[src/rtl/ifu_fetch.sv]
// Instruction fetch: one imem read per PC, word plus PC handed to decode; IFU_MISALIGN_CHECK_EN faults misaligned PCs.
// Latency: bubble after reset, then REQ -> WAIT (variable) -> HOLD, at most one instruction per 3 cycles.
// Backpressure: request held until imem_req_ready; instruction held in HOLD/FAULT until decode accepts or flush.
module ifu_fetch #(
  parameter int ADDR_WIDTH = 32,
  parameter int INST_WIDTH = 32,
  parameter int MAX_WAIT   = 255
) (
  input  logic                  clk,
  input  logic                  rst,
  input  logic [ADDR_WIDTH-1:0] pc,
  output logic                  pc_advance,
  input  logic                  flush,
  output logic                  imem_req_valid,
  input  logic                  imem_req_ready,
  output logic [ADDR_WIDTH-1:0] imem_req_addr,
  input  logic                  imem_rsp_valid,
  input  logic [INST_WIDTH-1:0] imem_rsp_data,
  output logic                  inst_valid,
  input  logic                  inst_ready,
  output logic [INST_WIDTH-1:0] inst,
  output logic [ADDR_WIDTH-1:0] inst_pc,
  output logic                  inst_fault
);

  localparam int CW = $clog2(MAX_WAIT + 1);

  typedef enum logic [2:0] {
    S_IDLE,
    S_REQ,
    S_WAIT,
    S_HOLD,
    S_FAULT
  } state_t;

  state_t                  state_q, state_d;
  logic [ADDR_WIDTH-1:0]   addr_q, addr_d;
  logic [CW-1:0]           cnt_q, cnt_d, cnt_inc;
  logic                    drop_q, drop_d;
  logic [INST_WIDTH-1:0]   inst_d;
  logic [ADDR_WIDTH-1:0]   inst_pc_d;
  logic                    inst_fault_d;
  logic                    misalign;
  logic                    timeout;

`ifdef IFU_MISALIGN_CHECK_EN
  assign misalign = |pc[1:0];
`else
  assign misalign = 1'b0;
`endif

  // Saturating wait counter; timeout fires on the cycle it would reach MAX_WAIT.
  assign cnt_inc = (cnt_q == CW'(MAX_WAIT)) ? cnt_q : cnt_q + 1'b1;
  assign timeout = (cnt_inc == CW'(MAX_WAIT));

  assign imem_req_valid = (state_q == S_REQ) & ~misalign;
  assign imem_req_addr  = pc;
  assign inst_valid     = (state_q == S_HOLD) | (state_q == S_FAULT);
  assign pc_advance     = (state_q == S_HOLD) & inst_ready & ~flush;

  always_comb begin
    state_d      = state_q;
    addr_d       = addr_q;
    cnt_d        = cnt_q;
    drop_d       = drop_q;
    inst_d       = inst;
    inst_pc_d    = inst_pc;
    inst_fault_d = inst_fault;
    case (state_q)
      S_IDLE: state_d = S_REQ;
      S_REQ: begin
        if (misalign) begin
          // No request goes out; a redirect simply re-evaluates the new pc.
          if (!flush) begin
            inst_d       = '0;
            inst_pc_d    = pc;
            inst_fault_d = 1'b1;
            drop_d       = 1'b0;
            state_d      = S_FAULT;
          end
        end else begin
          if (flush) drop_d = 1'b1;
          if (imem_req_ready) begin
            addr_d  = pc;
            cnt_d   = '0;
            state_d = S_WAIT;
          end
        end
      end
      S_WAIT: begin
        cnt_d = cnt_inc;
        if (imem_rsp_valid) begin
          if (drop_q || flush) begin
            drop_d  = 1'b0;
            state_d = S_REQ;
          end else begin
            inst_d       = imem_rsp_data;
            inst_pc_d    = addr_q;
            inst_fault_d = 1'b0;
            state_d      = S_HOLD;
          end
        end else if (timeout) begin
          // A fetch already redirected away is refetched rather than reported.
          if (drop_q || flush) begin
            drop_d  = 1'b0;
            state_d = S_REQ;
          end else begin
            inst_d       = '0;
            inst_pc_d    = addr_q;
            inst_fault_d = 1'b1;
            state_d      = S_FAULT;
          end
        end else if (flush) begin
          drop_d = 1'b1;
        end
      end
      S_HOLD: begin
        if (flush || inst_ready) state_d = S_REQ;
      end
      S_FAULT: begin
        if (flush) begin
          inst_fault_d = 1'b0;
          state_d      = S_REQ;
        end
      end
      default: state_d = S_IDLE;
    endcase
  end

  always_ff @(posedge clk or negedge rst) begin
    if (!rst) begin
      state_q    <= S_IDLE;
      addr_q     <= '0;
      cnt_q      <= '0;
      drop_q     <= 1'b0;
      inst       <= '0;
      inst_pc    <= '0;
      inst_fault <= 1'b0;
    end else begin
      state_q    <= state_d;
      addr_q     <= addr_d;
      cnt_q      <= cnt_d;
      drop_q     <= drop_d;
      inst       <= inst_d;
      inst_pc    <= inst_pc_d;
      inst_fault <= inst_fault_d;
    end
  end

endmodule

[config.mk]
export PLATFORM = sky130hd
export DESIGN_NAME = ifu_fetch
export DESIGN_NICKNAME = d
export VERILOG_FILES = /design/src/rtl/ifu_fetch.sv
export SDC_FILE = /design/constraint.sdc
export NUM_CORES = 1
export LEC_CHECK = 0
export ABC_AREA = 1
export BUFFER_PORTS_ARGS = -buffer_cell sky130_fd_sc_hd__buf_2
export CAP_MARGIN = 5
export CELL_PAD_IN_SITES_DETAIL_PLACEMENT = 1
export CELL_PAD_IN_SITES_GLOBAL_PLACEMENT = 2
export CORE_ASPECT_RATIO = 1.5
export CORE_MARGIN = 10
export CORE_UTILIZATION = 26
export DETAILED_ROUTE_END_ITERATION = 6
export GPL_TIMING_DRIVEN = 1
export PLACE_DENSITY_LB_ADDON = 0.1
export RECOVER_POWER = 100
export SLEW_MARGIN = 10
export SYNTH_ARGS = -nofsm -noshare
export SYNTH_HDL_FRONTEND = slang
export SYNTH_SLANG_ARGS = --single-unit
[constraint.sdc]
create_clock -name clk -period 1.98 [get_ports clk]
set_input_delay 0.099 -clock clk [delete_from_list [all_inputs] [get_ports clk]]
set_output_delay 0.099 -clock clk [all_outputs]
set_load 0.005 [all_outputs]
-- After elaboration in Yosys (flattened, before gate mapping)
Cells that the tools add are included.
- register bits after elaboration: 109
- input port bits: 70
- output and inout bits: 100
- word-level logic and storage cells: 65
- $add $sub $neg: 1
- equal/unequal tests: 11
- muxes and demuxes: 29
- bitwise logic cells: 5
- reductions and logical operators: 12
- operators with widths (cell ; number):
    $mux W32 ; 7
    $mux W3 ; 6
    $eq A8 B8 Y1 const B ; 2
    $mux W8 ; 2
    $pmux W8 S2 ; 1
    $pmux W3 S5 ; 1
    $mux W1 ; 9
    $add A8 B1 Y8 const B ; 1
    $reduce_and A4 Y1 ; 2
    $eq A3 B2 Y1 const B ; 2
    $reduce_and A2 Y1 ; 3
    $reduce_bool A2 Y1 ; 3
    $ne A2 B1 Y1 const B ; 2
    $ne A2 B2 Y1 const B ; 2
    $pmux W1 S2 ; 2
    $eq A3 B1 Y1 const B ; 1
    $eq A3 B3 Y1 const B ; 1
    $logic_not A3 Y1 ; 1
    $ne A3 B3 Y1 const B ; 1
    $reduce_and A3 Y1 ; 1
    $and A1 B1 Y1 ; 2
    $logic_or A1 B1 Y1 ; 2
    $mux W2 ; 1
    $not A1 Y1 ; 2
    $or A1 B1 Y1 ; 1

-- Longest topological paths before layout
- word-level depth: 6
- gate-level depth with buffers: 15
- depth with buffers taken out: 14

-- Worst setup path before layout
No wires, ideal clock.
- path kind: register to register
- start: register cnt_q[0]
- end: register inst[4]
- library setup time: 135 ps
- arrival time: 1723 ps
- required time: 1845 ps
- slack: 122 ps
- stages on the path, launching flop included: 16
- buffers on the path: 1
- period minus slack after synthesis: 1858 ps
- path through: dfrtp_1 ha_1 nand2_2 nor2_4 nand2_4 nand2_1 nand2_1 inv_1 nand2_1 nor2_2 nand2_2 nand2_2 nand3_4 buf_6 nand2_1 o21ai_0
- cells in the longest elaborated chain, start to end: 5
- elaborated cells between the ends (all ways): 6
- classes of those cells: 1 x add/sub; 2 x eq/ne; 1 x mux; 2 x reduce/logical
- RTL lines (item ; RTL line ; text):
    from (decl) ; 38 ; logic [CW-1:0] cnt_q, cnt_d, cnt_inc;
    from (signal assigned) ; 142 ; cnt_q <= cnt_d;
    $add A8 B1 Y8 or $eq A8 B8 Y1 (tied branches) ; 53 ; assign cnt_inc = (cnt_q == CW'(MAX_WAIT)) ? cnt_q : cnt_q + 1'b1;
    $mux W8 * ; 53 ;
    $eq A8 B8 Y1 * ; 54 ; assign timeout = (cnt_inc == CW'(MAX_WAIT));
    $reduce_bool A2 Y1 (no line) * ; - ;
    $reduce_and A3 Y1 (no line) * ; - ;
    to (signal assigned) ; 144 ; inst <= inst_d;
    to (decl) ; 21 ; output logic [INST_WIDTH-1:0] inst,
Every way passes the cells marked *; elsewhere a longest branch is shown, timed or not.
A chain may end at the register's enable or synchronous reset.

-- Worst setup path in the final report
- start: register cnt_q[0]
- end: register inst_pc[12]
- cells in the longest elaborated chain, start to end: 5
- elaborated cells between the ends (all ways): 6
- classes of those cells: 1 x add/sub; 2 x eq/ne; 1 x mux; 2 x reduce/logical
- RTL lines (item ; RTL line ; text):
    $add A8 B1 Y8 or $eq A8 B8 Y1 (tied branches) ; 53 ;
    $mux W8 * ; 53 ;
    $eq A8 B8 Y1 * ; 54 ;
    $reduce_bool A2 Y1 (no line) * ; - ;
    $reduce_and A2 Y1 (no line) * ; - ;
    to (signal assigned) ; 145 ; inst_pc <= inst_pc_d;
    to (decl) ; 22 ; output logic [ADDR_WIDTH-1:0] inst_pc,
Marked as above.

==> impl_metrics.tcl <==
set metrics [dict create \
    ys_ff_latch 109 \
    numCtsBuffers 9 \
    cp-start-kind "register" \
    ir_drop_mv 0.435 \
    yosysWarnings 0 \
    worstSkewPairLatency_ps 360 \
    htreeDepth 3 \
    setup_slack_ps -89.1 \
    drc 0 \
    fin_nets 800 \
    overflow 0 \
    crit_chain "ha_4 -> nand2_4 -> nor2_4 -> nand2_4 -> o21ai_2 -> nand3_1 -> nor2_2 -> nand2_2 -> nand2_2 -> nand3_4 -> buf_12 -> clkbuf_16 -> nand2_1 -> o21ai_2" \
    cp.arrival_ps 2320 \
    dieArea_mm2 0.0248 \
    design.portCount 170 \
    grt_max_degree 110 \
    syn_inst 525 \
    tritoncts "done" \
    fillers 2226 \
    synth_cell_type_count 28 \
    ys.flop_type "dfrtp_1" \
    critPathKind "register to register" \
    yosys.area.top_type_share_pct 55.9 \
    cp-end-kind "register" \
    final_area_mm2 0.00676 \
    grt_pass1_wl_um 25000 \
    initial_core_util_pct 26.4 \
    port_buffers 169 \
    synth_common_cells "nand2_1 (125), dfrtp_1 (109), inv_1 (68), buf_4 (33), nand3_1 (32)" \
    gp_congestion 0.739 \
    die_w_um 132 \
    wirelength_um 16600 \
    skew_ps 9.67 \
    p_leak_nw 3.40 \
    power_mw 8.63 \
    drtPass1Iterations 4 \
    crit_required_ps 2240 \
    slew_headroom_pct 3.34 \
    fin_crit_sh_pct 105 \
    yosysSeqAreaShare_pct 55.9 \
    violations "setup timing" \
    row_count 61 \
    place_area_mm2 0.00587 \
    drtAntennaViolNets 0 \
    slew_violations 0 \
    core_area_mm2 0.0185 \
    status "complete, but fails checks" \
    worst_pin_slew_ps 1450 \
    drt_iter0_markers 151 \
    synth_edf_count 0 \
    drive_gt1_share_pct 23.1 \
    cp_slowest_cell "dfrtp_1" \
    clock.fmax_ghz 0.483 \
    clkTransAtPathRegs_ps 70 \
    yosysMostFrequentCell "nand2_1" \
    dp_hpwl_um 11100 \
    syn_area_mm2 0.00488 \
    final_util_pct 36.6 \
    numClockSinks 109 \
    antenna_found_initial 0 \
    die_h_um 188 \
    grt_pass1_vias 4611 \
    area_growth_pct 38.5 \
    via_per_inst 4.29 \
    drv_cap 0 \
    synth_area_leaders "dfrtp_1 (56%), nand2_1 (9.6%), inv_1 (5.2%)" \
    num_vias 4226 \
    period_minus_slack_ps 2070 \
    antennaDiodeCount 0 \
    yosysTopAreaCell "dfrtp_1" \
    rsz0062_at_grt "true" \
    slowest_delay_ps 410 \
    grt_use_total_pct 12.5 \
    post_drt_wl_per_cell_um 16.9 \
    clockRootBuffer "clkbuf_16" \
    critPathMaxFanout 11 \
    synth-async-reset-ratio_pct 100 \
    clk_path_buf_depth 2 \
    setup_viol 64 \
    power_density_mw_per_mm2 1280 \
    hold_path.class "input pin to register" \
    syn_area_per_cell_um2 9.30 \
    finalHoldViolations 0 \
    syn-num-nets 596 \
]
placed cells by master (no fill, tap or decap), types with 2 or more instances in the layout:
cell           instances
dfrtp_1              109
a21oi_1               16
nand3_1               32
o21ai_1               29
clkbuf_4               2
o21ai_0                9
buf_2                 73
dlygate4sd3_1         48
nand2_2                6
mux2_2                16
buf_4                 12
nor2_2                 5
xor2_1                 2
buf_12                 4
buf_6                  3
nor2_1                27
clkbuf_1              94
nand2_1              120
nand2_4                3
inv_1                 67
clkbuf_16             14
nand4_1                3
nor3_1                 3
o21ai_2               17
per-layer routing:
layer	wire, µm	global-route usage, %
met5	0	0
met4	308	4.38
met3	740	3.45
met2	8830	22.5
met1	6770	13.6
where the power goes:
part | switching (mW) | leakage, nW | internal [mW]
Sequential | 0.554 | 1.35 | 3.23
Clock | 0.910 | 0.147 | 1.00
Combinational | 1.67 | 1.90 | 1.27
Total | 3.13 | 3.40 | 5.50
final cells by class:
| type | count | area, µm² | share of cell area [%] |
|---|---|---|---|
| sequential | 109 | 2730 | 40.3 |
| timing repair buffer | 245 | 1590 | 23.6 |
| clock inverter | 6 | 82.6 | 1.22 |
| clock buffer | 9 | 225 | 3.33 |
| inverter | 68 | 255 | 3.77 |
| tap | 252 | 315 | 4.66 |
| multi-input combinational | 296 | 1560 | 23.1 |
critical path: cells and delay by family (launching register included):
family,cells,cell delay (ps)
buf+inv,2,340
fa+ha+maj,1,170
compound gates,2,150
flops,1,410
simple gates,9,880
per-stage QoR:
stage / hold slack (ps) / cells / setup slack, ps / setup TNS, ps
3_5_place_dp: 237 / 909 / -49.8 / -1340
3_3_place_gp: 234 / 909 / 15.8 / 0
4_1_cts: 0.667 / 972 / -54.0 / -1550
5_1_grt: 12.5 / 985 / -200 / -11780
2_1_floorplan: -197 / 525 / 122 / 0
6_report: 4.75 / 985 / -89.1 / -3850
repair_timing:
item	CTS	global route
cloned	0	8
setup buffers	0	5
pin swaps	0	3
hold buffers	48	0
gates resized for setup	2	13
hold endpoints to repair	156	0
endpoints found under the setup margin	65	69
flip-flops by register name (all words and copies together) (netlist names):
signal	cells
inst	32
inst_pc	32
drop_q	1
inst_fault	1
addr_q	32
cnt_q	8
state_q	3
cells by family (layout without fill, tap and decap cells):
group	count (synthesis)	after routing	share of synthesized area, %
DFF	109	109	55.9
adders and majority gates	1	1	0.256
xor gates and xnor gates	2	2	0.359
muxes	16	16	3.69
and+or+nand+nor	201	201	17.4
buffers and inverters	120	328	13.0
AOI/OAI and AO/OA	76	76	9.48
worst paths after layout:
path	start	end	slack, ps	cells past startpoint
hold reg to reg	inst_fault	inst_fault	480	2
setup reg to reg	cnt_q[0]	inst_pc[12]	-90	14
setup / recovery	cnt_q[0]	inst_pc[12]	-90	14
hold / removal	pc[18]	addr_q[18]	5	2
min in group asynchronous	rst	inst[25]	700	3
max in group asynchronous	rst	cnt_q[5]	330	3
Power figures use the tool's default switching activity.
